==> config.mk <==
export PLATFORM = sky130hd
export DESIGN_NAME = pool_window_8_4_flat
export DESIGN_NICKNAME = d
export VERILOG_FILES = /design/src/rtl/pool_window_8_4_pkg.sv /design/src/rtl/pool_window_8_4_if.sv /design/src/rtl/pool_window_8_4_row_buf.sv /design/src/rtl/pool_window_8_4.sv /design/src/flat_wrapper.sv
export SDC_FILE = /design/constraint.sdc
export NUM_CORES = 1
export LEC_CHECK = 0
export BUFFER_PORTS_ARGS = -buffer_cell sky130_fd_sc_hd__buf_2
export CAP_MARGIN = 10
export CORE_UTILIZATION = 60
export DETAILED_ROUTE_END_ITERATION = 8
export GPL_ROUTABILITY_DRIVEN = 1
export PLACE_DENSITY_LB_ADDON = 0.1
export REMOVE_ABC_BUFFERS = 1
export SLEW_MARGIN = 0
export SYNTH_ARGS = -nofsm -noshare
export SYNTH_HDL_FRONTEND = slang
export SYNTH_SLANG_ARGS = --single-unit
export TNS_END_PERCENT = 5
==> constraint.sdc <==
create_clock -name clk -period 5.1 [get_ports clk]
set_input_delay 0.51 -clock clk [delete_from_list [all_inputs] [get_ports clk]]
set_output_delay 0.51 -clock clk [all_outputs]
set_load 0.005 [all_outputs]
==> src/rtl/pool_window_8_4_pkg.sv <==
// pool_pkg: constants and types shared between the window former
// (pool_window_8_4) and the downstream 2x2 max-pool stage.
//   DATA_W / POOL_IN_W : pixel width and packed 2x2 window width
//   MAP_W / MAP_H      : default feature-map size
//   WIN_PER_FRAME      : windows per 8x8 frame
//   CLAMP_LO/CLAMP_HI  : index clamp bounds shared with the pooler
package pool_pkg;

  localparam int DATA_W        = 9;
  localparam int POOL_IN_W     = 36;
  localparam int MAP_W         = 8;
  localparam int MAP_H         = 8;
  localparam int WIN_PER_FRAME = 16;
  localparam int CLAMP_LO      = 0;
  localparam int CLAMP_HI      = 7;

  typedef enum logic {
    ST_IDLE,
    ST_BUSY
  } win_state_e;

  // Window index of the 2x2 block containing pixel (row, col).
  function automatic int unsigned win_index(input int unsigned row,
                                            input int unsigned col,
                                            input int unsigned img_w);
    return (row / 2) * (img_w / 2) + col / 2;
  endfunction

endpackage

==> src/rtl/pool_window_8_4_if.sv <==
// pool_window_8_4_if: pixel-in / window-out bundle of the window former.
//   master : upstream pixel source plus pooler (drives in_valid, in_data, pool_end)
//   slave  : pool_window_8_4 (drives in_ready, win_*, frame_done, timeout_err)
interface pool_window_8_4_if #(
  parameter int DATA_W = pool_pkg::DATA_W
);

  logic                  in_valid;
  logic [DATA_W-1:0]     in_data;
  logic                  in_ready;
  logic                  win_start;
  logic [4*DATA_W-1:0]   win_data;
  logic                  pool_end;
  logic [3:0]            win_idx;
  logic                  frame_done;
  logic                  timeout_err;

  modport master (
    output in_valid, in_data, pool_end,
    input  in_ready, win_start, win_data, win_idx, frame_done, timeout_err
  );

  modport slave (
    input  in_valid, in_data, pool_end,
    output in_ready, win_start, win_data, win_idx, frame_done, timeout_err
  );

endinterface

==> src/rtl/pool_window_8_4_row_buf.sv <==
// pool_row_buf: one-row line buffer holding the even (top) row of the
// current window row pair.
//   clk              : clock
//   we/waddr/wdata   : write port
//   raddr_a/rdata_a  : combinational read port (top-left, col-1)
//   raddr_b/rdata_b  : combinational read port (top-right, col)
// Contents are not reset; every location is rewritten before it is read.
module pool_row_buf #(
  parameter int IMG_W  = 8,
  parameter int DATA_W = 9
) (
  input  logic                     clk,
  input  logic                     we,
  input  logic [$clog2(IMG_W)-1:0] waddr,
  input  logic [DATA_W-1:0]        wdata,
  input  logic [$clog2(IMG_W)-1:0] raddr_a,
  input  logic [$clog2(IMG_W)-1:0] raddr_b,
  output logic [DATA_W-1:0]        rdata_a,
  output logic [DATA_W-1:0]        rdata_b
);

  logic [DATA_W-1:0] mem [IMG_W];

  always_ff @(posedge clk) begin
    if (we) mem[waddr] <= wdata;
  end

  assign rdata_a = mem[raddr_a];
  assign rdata_b = mem[raddr_b];

endmodule

==> src/rtl/pool_window_8_4.sv <==
// pool_window_8_4: forms non-overlapping 2x2 windows from a raster-order
// IMG_W x IMG_H map and hands each to the max-pool stage with a one-cycle
// start pulse, waiting for the pooler's end flag between windows.
//   clk, reset : clock, synchronous active-high reset
//   bus        : pool_window_8_4_if.slave (pixel stream in, window out,
//                pool_end back from pooler, frame_done, timeout_err)
// Optional: define POOL_WIN_TIMEOUT_EN to add a watchdog that abandons a
// window after TIMEOUT_CYC busy cycles and raises sticky timeout_err.
module pool_window_8_4 #(
  parameter int IMG_W       = 8,
  parameter int IMG_H       = 8,
  parameter int DATA_W      = 9,
  parameter int TIMEOUT_CYC = 15
) (
  input logic               clk,
  input logic               reset,
  pool_window_8_4_if.slave  bus
);

  import pool_pkg::*;

  localparam int COL_W   = $clog2(IMG_W);
  localparam int ROW_W   = $clog2(IMG_H);
  localparam int WIN_CNT = (IMG_W / 2) * (IMG_H / 2);

  if ((IMG_W % 2) != 0 || (IMG_H % 2) != 0 || TIMEOUT_CYC < 1 || WIN_CNT > 16)
  begin : g_cfg_check
    $error("pool_window_8_4: unsupported parameter set");
  end

  logic [COL_W-1:0]    col_q, col_d;
  logic [ROW_W-1:0]    row_q, row_d;
  win_state_e          state_q, state_d;
  logic                win_start_q, win_start_d;
  logic [4*DATA_W-1:0] win_data_q, win_data_d;
  logic [3:0]          win_idx_q, win_idx_d;
  logic [3:0]          win_cnt_q, win_cnt_d;
  logic                frame_done_q, frame_done_d;
  logic [DATA_W-1:0]   prev_pix_q, prev_pix_d;

  logic                busy, completing, end_acc, in_ready_c, accept, issue;
  logic                buf_we, timeout_hit;
  logic [DATA_W-1:0]   buf_tl, buf_tr;

  pool_row_buf #(
    .IMG_W  (IMG_W),
    .DATA_W (DATA_W)
  ) u_row_buf (
    .clk     (clk),
    .we      (buf_we),
    .waddr   (col_q),
    .wdata   (bus.in_data),
    .raddr_a (col_q - COL_W'(1)),
    .raddr_b (col_q),
    .rdata_a (buf_tl),
    .rdata_b (buf_tr)
  );

  // A completing pixel is only held off while the previous window is still
  // out; a same-cycle pool_end frees the slot immediately.
  assign busy       = (state_q == ST_BUSY);
  assign completing = row_q[0] & col_q[0];
  assign end_acc    = bus.pool_end & busy;
  assign in_ready_c = !(busy && !bus.pool_end && completing);
  assign accept     = bus.in_valid & in_ready_c;
  assign issue      = accept & completing;

  always_comb begin
    col_d        = col_q;
    row_d        = row_q;
    state_d      = state_q;
    win_start_d  = 1'b0;
    win_data_d   = win_data_q;
    win_idx_d    = win_idx_q;
    win_cnt_d    = win_cnt_q;
    frame_done_d = 1'b0;
    prev_pix_d   = prev_pix_q;
    buf_we       = 1'b0;

    if (accept) begin
      if (col_q == COL_W'(IMG_W - 1)) begin
        col_d = '0;
        row_d = (row_q == ROW_W'(IMG_H - 1)) ? '0 : row_q + 1'b1;
      end else begin
        col_d = col_q + 1'b1;
      end

      if (!row_q[0]) begin
        buf_we = 1'b1;
      end else if (!col_q[0]) begin
        prev_pix_d = bus.in_data;
      end else begin
        win_start_d = 1'b1;
        win_data_d  = {buf_tl, buf_tr, prev_pix_q, bus.in_data};
        win_idx_d   = 4'(win_index(32'(row_q), 32'(col_q), IMG_W));
      end
    end

    // Issue wins over a coincident end so busy stays set.
    if (issue) begin
      state_d = ST_BUSY;
    end else if (end_acc || timeout_hit) begin
      state_d = ST_IDLE;
    end

    // Timed-out windows never reach here, so they are not counted.
    if (end_acc) begin
      if (win_cnt_q == 4'(WIN_CNT - 1)) begin
        win_cnt_d    = '0;
        frame_done_d = 1'b1;
      end else begin
        win_cnt_d = win_cnt_q + 1'b1;
      end
    end
  end

  always_ff @(posedge clk) begin
    if (reset) begin
      col_q        <= '0;
      row_q        <= '0;
      state_q      <= ST_IDLE;
      win_start_q  <= 1'b0;
      win_data_q   <= '0;
      win_idx_q    <= '0;
      win_cnt_q    <= '0;
      frame_done_q <= 1'b0;
      prev_pix_q   <= '0;
    end else begin
      col_q        <= col_d;
      row_q        <= row_d;
      state_q      <= state_d;
      win_start_q  <= win_start_d;
      win_data_q   <= win_data_d;
      win_idx_q    <= win_idx_d;
      win_cnt_q    <= win_cnt_d;
      frame_done_q <= frame_done_d;
      prev_pix_q   <= prev_pix_d;
    end
  end

`ifdef POOL_WIN_TIMEOUT_EN
  localparam int TMO_W = $clog2(TIMEOUT_CYC + 1);

  logic [TMO_W-1:0] tmo_cnt_q, tmo_cnt_d;
  logic             timeout_err_q, timeout_err_d;

  always_comb begin
    tmo_cnt_d     = tmo_cnt_q;
    timeout_err_d = timeout_err_q;
    timeout_hit   = 1'b0;
    if (issue || end_acc) begin
      tmo_cnt_d = '0;
    end else if (busy) begin
      if (tmo_cnt_q == TMO_W'(TIMEOUT_CYC - 1)) begin
        timeout_hit   = 1'b1;
        timeout_err_d = 1'b1;
        tmo_cnt_d     = '0;
      end else begin
        tmo_cnt_d = tmo_cnt_q + 1'b1;
      end
    end
  end

  always_ff @(posedge clk) begin
    if (reset) begin
      tmo_cnt_q     <= '0;
      timeout_err_q <= 1'b0;
    end else begin
      tmo_cnt_q     <= tmo_cnt_d;
      timeout_err_q <= timeout_err_d;
    end
  end

  assign bus.timeout_err = timeout_err_q;
`else
  assign timeout_hit     = 1'b0;
  assign bus.timeout_err = 1'b0;
`endif

  assign bus.in_ready   = in_ready_c;
  assign bus.win_start  = win_start_q;
  assign bus.win_data   = win_data_q;
  assign bus.win_idx    = win_idx_q;
  assign bus.frame_done = frame_done_q;

endmodule

==> src/flat_wrapper.sv <==
// flat-port wrapper written by rule: the top's interface ports become plain ports
module pool_window_8_4_flat import pool_pkg::*;
#(
  parameter int IMG_W       = 8,
  parameter int IMG_H       = 8,
  parameter int DATA_W      = 9,
  parameter int TIMEOUT_CYC = 15
)
  (clk, reset, bus_in_valid, bus_in_data, bus_pool_end, bus_in_ready, bus_win_start, bus_win_data, bus_win_idx, bus_frame_done, bus_timeout_err);
  pool_window_8_4_if #(.DATA_W(DATA_W)) bus_i ();
  input logic clk;
  input logic reset;
  input wire logic [$bits(bus_i.in_valid)-1:0] bus_in_valid;
  input wire logic [$bits(bus_i.in_data)-1:0] bus_in_data;
  input wire logic [$bits(bus_i.pool_end)-1:0] bus_pool_end;
  output wire logic [$bits(bus_i.in_ready)-1:0] bus_in_ready;
  output wire logic [$bits(bus_i.win_start)-1:0] bus_win_start;
  output wire logic [$bits(bus_i.win_data)-1:0] bus_win_data;
  output wire logic [$bits(bus_i.win_idx)-1:0] bus_win_idx;
  output wire logic [$bits(bus_i.frame_done)-1:0] bus_frame_done;
  output wire logic [$bits(bus_i.timeout_err)-1:0] bus_timeout_err;
  assign bus_i.in_valid = bus_in_valid;
  assign bus_i.in_data = bus_in_data;
  assign bus_i.pool_end = bus_pool_end;
  assign bus_in_ready = bus_i.in_ready;
  assign bus_win_start = bus_i.win_start;
  assign bus_win_data = bus_i.win_data;
  assign bus_win_idx = bus_i.win_idx;
  assign bus_frame_done = bus_i.frame_done;
  assign bus_timeout_err = bus_i.timeout_err;
  pool_window_8_4 #(.IMG_W(IMG_W), .IMG_H(IMG_H), .DATA_W(DATA_W), .TIMEOUT_CYC(TIMEOUT_CYC)) u_core (.clk(clk), .reset(reset), .bus(bus_i));
endmodule
# Word level (Yosys, flattened, before mapping)
# Memories as Yosys holds them, arrays and structs flattened. A register that Yosys moved wholly into a read port is not among the register bits.
# Cells that the tools add are included.
[word_totals]
reg_bits = 62
mem_bits_rw = 72
inputBits = 13
out_inout_bits = 44
elab_cells = 47
memories = 1
[op_classes]
addsub = 5
eq_ne = 3
n_mux = 11
bitwise_logic = 8
reduce_logical = 10
[mem_list]
columns = ["memory", "words", "word_bits", "read_ports", "rd_clocked_by_memory_dff", "wr", "line_no", "text"]
rows = [
  ["u_core.u_row_buf.mem", 8, 9, 2, 2, 1, "pool_window_8_4_row_buf.sv:22", "logic [DATA_W-1:0] mem [IMG_W];"],
]
[op_table]
columns = ["op", "count"]
rows = [
  ["$mux W1", 8],
  ["$add A3 B1 Y3 const B", 2],
  ["$eq A3 B3 Y1 const B", 2],
  ["$mux W3", 2],
  ["$reduce_and A3 Y1", 2],
  ["$add A4 B1 Y4 const B", 1],
  ["$add A4 B2 Y4", 1],
  ["$and A1 B1 Y1", 4],
  ["$eq A4 B4 Y1 const B", 1],
  ["$mux W4", 1],
  ["$not A1 Y1", 4],
  ["$reduce_or A3 Y1", 1],
  ["$sub A3 B1 Y3 const B", 1],
  ["$logic_and A1 B1 Y1", 2],
  ["$logic_not A1 Y1", 2],
  ["$reduce_and A2 Y1", 1],
  ["$reduce_bool A2 Y1", 1],
  ["$reduce_or A2 Y1", 1],
]

# Logic depth before layout (Yosys ltp)
[logic_depth]
depth_word = 8
depth_mapped = 9
ltp_nobuf = 5

# By module
# A second synthesis with hierarchy kept.
[unflattened]
cells_unflattened = 422
area_unflattened_um2 = 6247.2
[by_module_without_submodules]
columns = ["mod", "instances", "cells_each", "area_each_um2"]
rows = [
  ["pool_row_buf", 1, 149, 3457.1],
  ["pool_window_8_4", 1, 273, 2790.2],
]

# Least setup slack after synthesis
# OpenSTA, ideal clock, no wires.
[synth_timing]
kind = "input port to flip-flop"
startpoint = "input bus_in_valid"
endpoint = "memory u_core.u_row_buf.mem[0][0], enable pin"
setup_ns = 0.387
arrival_time_ns = 1.828
t_required_ns = 4.713
slack_ns = 2.885
cell_stages = 4
path_cell_list = "buf_2 inv_1 or3_1 nor3_1"
[synth_between]
elab_chain_cells = 4
[synth_rtl]
columns = ["element", "line_no", "text"]
rows = [
  ["start: declaration", "flat_wrapper.sv:13", "input wire logic [$bits(bus_i.in_valid)-1:0] bus_in_valid;"],
  ["$and A1 B1 Y1", "pool_window_8_4.sv:65", "assign accept = bus.in_valid & in_ready_c;"],
  ["$mux W1", "pool_window_8_4.sv:80", "if (accept) begin"],
  ["$mux W1", "pool_window_8_4_row_buf.sv:25", "if (we) mem[waddr] <= wdata;"],
  ["$mux W1 (not written as such)", "pool_window_8_4_row_buf.sv:25", ""],
  ["end: declaration", "pool_window_8_4_row_buf.sv:22", ""],
]
# Every way passes these cells.

# Worst setup path in the final report
[layout_timing]
startpoint = "register u_core.col_q[1]"
endpoint = "register u_core.win_data_q[28], in the netlist u_core.bus.win_data[28] (read register of u_core.u_row_buf.mem)"
[layout_between]
elab_chain_cells = 1
[layout_rtl]
columns = ["element", "line_no", "text"]
rows = [
  ["start: declaration", "pool_window_8_4.sv:31", "logic [COL_W-1:0] col_q, col_d;"],
  ["start signal: assignment", "pool_window_8_4.sv:129", "col_q <= col_d;"],
  ["$sub A3 B1 Y3", "pool_window_8_4.sv:53", ".raddr_a (col_q - COL_W'(1)),"],
  ["end: declaration", "pool_window_8_4.sv:35", "logic [4*DATA_W-1:0] win_data_q, win_data_d;"],
]
# Every way passes these cells.
# A chain may end at the register's enable or synchronous reset.

==> reports/metrics.json <==
{
  "total_leakage_power_nw": 2.29,
  "synth_top_family_by_area": "multiplexers",
  "postCtsResizedCells": 0,
  "wl_met1_mm": 4.46,
  "drtPass1Iterations": 5,
  "fin_worst_hold_slack_ns": 0.314,
  "syn-instance-count": 404,
  "worst_setup_path_start_kind": "flop",
  "worst-setup-path-type": "flop to flop",
  "grt_max_degree": 40,
  "cts_tree": "done",
  "cts_max_level": 4,
  "drive_gt1_share_pct": 25.0,
  "drt_drc_violations_left": 0,
  "powerDensity_mw_per_mm2": 405,
  "final_cell_area_mm2": 0.00614,
  "critPathRequiredTime_ns": 5.53,
  "timing.max_cap.violations": 0,
  "final.period_utilization_pct": 55.4,
  "highest_attainable_clock_frequency_ghz": 0.354,
  "antenna_cells_inserted": 0,
  "post_synthesis_adder_cell_area_fraction_pct": 1.43,
  "asyncSetResetFlopFracSynth_pct": 0,
  "filler_cell_count": 571,
  "die_area_mm2": 0.00913,
  "max-slew-margin-rel_pct": 21.0,
  "synth.avg_cell_area_um2": 13.0,
  "clock_pin_slew_reported_for_the_worst_setup_and_hold_paths_after_clock_tree_synthesis_ns": 0.06,
  "fin_crit_ns": 2.83,
  "route.antenna.remaining_nets": 0,
  "finalSetupViolCount": 0,
  "postCtsSetupBuffers": 0,
  "max-vdd-ir-drop_uv": 360,
  "maxUsedRoutingLayer": "met4",
  "detail_route.vias_per_cell": 5.95,
  "io_buffer_count": 55,
  "vias": 3385,
  "timing.final.ws_setup_ns": 2.27,
  "setup_clock_skew_after_layout_ns": 0.00794,
  "dr.first_iter.drc_count": 201,
  "grt_setup_unrepaired": "no",
  "ctsHoldBuffers": 0,
  "postPlaceCellArea_mm2": 0.00551,
  "placeableCoreArea_mm2": 0.00834,
  "yosys_most_used_dff": "sky130_fd_sc_hd__edfxtp_1",
  "place_congestion": 0.745,
  "hold_path_class": "input port to flop",
  "areaGrowthSynthToFinish_pct": 16.9,
  "tritoncts_num_sinks": 134,
  "finalHoldViolCount": 0,
  "rows": 33,
  "critPathCaptureType": "flop",
  "synth_edf_count": 72,
  "compound_gate_fraction_of_synth_area_pct": 9.10,
  "synth_commonest_cells": "72 x sky130_fd_sc_hd__edfxtp_1, 62 x sky130_fd_sc_hd__dfxtp_1, 43 x sky130_fd_sc_hd__a21oi_1, 36 x sky130_fd_sc_hd__nand3_1, 34 x sky130_fd_sc_hd__o21ai_0",
  "synth_most_common_cell": "sky130_fd_sc_hd__edfxtp_1",
  "simple_gate_area_share_of_the_yosys_netlist_pct": 8.60,
  "wl_per_cell_um": 19.0,
  "fin_setup_tns_ns": 0,
  "cts_buffers": 17,
  "ys_warn_count": 0,
  "met3RoutedLength_um": 527,
  "totalWireLength_mm": 10.8,
  "grt_pass1_wl_mm": 16.7,
  "final_std_cells_w_o_fill": 569,
  "worstMarginPinSlew_ns": 1.18,
  "clock_latency_ns": 0.52,
  "dpl_worst_slack_ns": 2.28,
  "cell_count_post_placement": 536,
  "finalNetCount": 470,
  "cts_root_buf": "sky130_fd_sc_hd__clkbuf_8",
  "cp_max_fo": 19,
  "netlist_area_mm2": 0.00525,
  "main_area_contributors_after_synthesis": "sky130_fd_sc_hd__edfxtp_1 41%, sky130_fd_sc_hd__dfxtp_1 24%, sky130_fd_sc_hd__mux2i_1 5.3%",
  "synthXorXnorAreaFrac_pct": 0.691,
  "globalRoute.totalOverflow": 0,
  "synth_top_cell_area_share_pct": 41.2,
  "clk_path_buf_depth": 2,
  "arrival_ns": 3.26,
  "detailroute.wirelength.met2_mm": 5.70,
  "vias_in_the_first_global_route": 3171,
  "count_of_state_elements_after_synthesis": 134,
  "final_core_utilization_pct": 73.6,
  "floorplan.initialDensity_pct": 63.0,
  "hpwl_mm": 6.12,
  "synth.mux.area_fraction_pct": 11.6,
  "grtUsageTotal_pct": 25.8,
  "die_w_um": 95.6,
  "io_pins": 57,
  "synth_top_cell_by_area": "sky130_fd_sc_hd__edfxtp_1",
  "die-height_um": 95.6,
  "count_of_final_max_slew_check_failures": 0,
  "synth.yosys.seq_area_share_pct": 64.8,
  "initial_antenna_violation_count": 0,
  "yosysUniqueCellTypes": 38,
  "report.power.total_mw": 2.49,
  "outcome": "completed"
}
kinds of logic after synthesis:
kind of cell	after synthesis
xor gates and xnor gates	2
and+or+nand+nor	86
other	1
adders and majority gates	6
DFF	134
muxes	47
AOI/OAI and AO/OA	90
buffers and inverters	38
cell usage in the layout, fill, tap and decap left out, types with 2 or more instances in the layout:
master	n
sky130_fd_sc_hd__inv_6	2
sky130_fd_sc_hd__mux2_2	8
sky130_fd_sc_hd__clkbuf_16	16
sky130_fd_sc_hd__o22ai_1	8
sky130_fd_sc_hd__nand3_1	36
sky130_fd_sc_hd__inv_4	3
sky130_fd_sc_hd__bufinv_16	3
sky130_fd_sc_hd__buf_4	4
sky130_fd_sc_hd__buf_2	55
sky130_fd_sc_hd__edfxtp_1	72
sky130_fd_sc_hd__dfxtp_1	62
sky130_fd_sc_hd__or3_1	3
sky130_fd_sc_hd__mux2i_1	28
sky130_fd_sc_hd__o21ai_0	34
sky130_fd_sc_hd__nand2_1	6
sky130_fd_sc_hd__a21oi_1	43
sky130_fd_sc_hd__nand4_1	3
sky130_fd_sc_hd__mux4_2	10
sky130_fd_sc_hd__clkbuf_8	2
sky130_fd_sc_hd__nor3_1	3
sky130_fd_sc_hd__ha_1	6
sky130_fd_sc_hd__inv_1	5
sky130_fd_sc_hd__o31ai_1	3
sky130_fd_sc_hd__nor2_1	17
sky130_fd_sc_hd__clkinv_4	3
sky130_fd_sc_hd__nand2b_1	10
final timing paths:
path	startpoint	endpoint	slack, ns	cells past startpoint
worst max-delay path	u_core.col_q[1]	u_core.bus.win_data[28]	2.27	5
worst min-delay path	bus_in_data[4]	u_core.u_row_buf.mem[3][4]	0.31	1
worst max register to register	u_core.col_q[1]	u_core.bus.win_data[28]	2.27	5
worst min register to register	u_core.prev_pix_q[2]	u_core.bus.win_data[11]	0.47	2
critical path, cell delays in order (launching register included):
cell and delay [ns]:
sky130_fd_sc_hd__dfxtp_1 0.87, sky130_fd_sc_hd__inv_1 0.14, sky130_fd_sc_hd__ha_1 1.02, sky130_fd_sc_hd__mux2i_1 0.22
sky130_fd_sc_hd__mux2_2 0.32, sky130_fd_sc_hd__o22ai_1 0.16
report_power, final:
group	switching, mW	leakage [nW]	internal [mW]	total (mW)
logic	0.0550	0.836	0.0430	0.0980
clock network	0.468	0.300	0.766	1.23
registers	0.00933	1.15	1.15	1.16
total	0.532	2.29	1.96	2.49
layout make-up:
type                            count  area [um^2]  share of cell area, %
Timing Repair Buffer               60          333                   5.42
Clock buffer                       19          432                   7.03
Inverter                            6         22.5                  0.367
Multi-Input combinational cell    232         1650                   26.9
Clock inverter                     13          169                   2.75
Sequential cell                   134         3400                   55.4
Tap cell                          105          131                   2.14
registers in the layout (all words and copies together) (netlist names):
name / cells
u_core.bus.win_start: 1
u_core.col_q: 3
u_core.row_q: 3
u_core.prev_pix_q: 9
u_core.bus.win_idx: 4
u_core.busy: 1
u_core.u_row_buf.mem: 72
u_core.win_cnt_q: 4
u_core.bus.win_data: 36
u_core.bus.frame_done: 1
per-layer routing:
metal,vias up,GRT usage [%]
met1,1663,31.5
li1,1600,-
met5,-,0
met2,108,44.2
met4,0,11.4
met3,14,5.58
(Power assumes the default switching activity.)
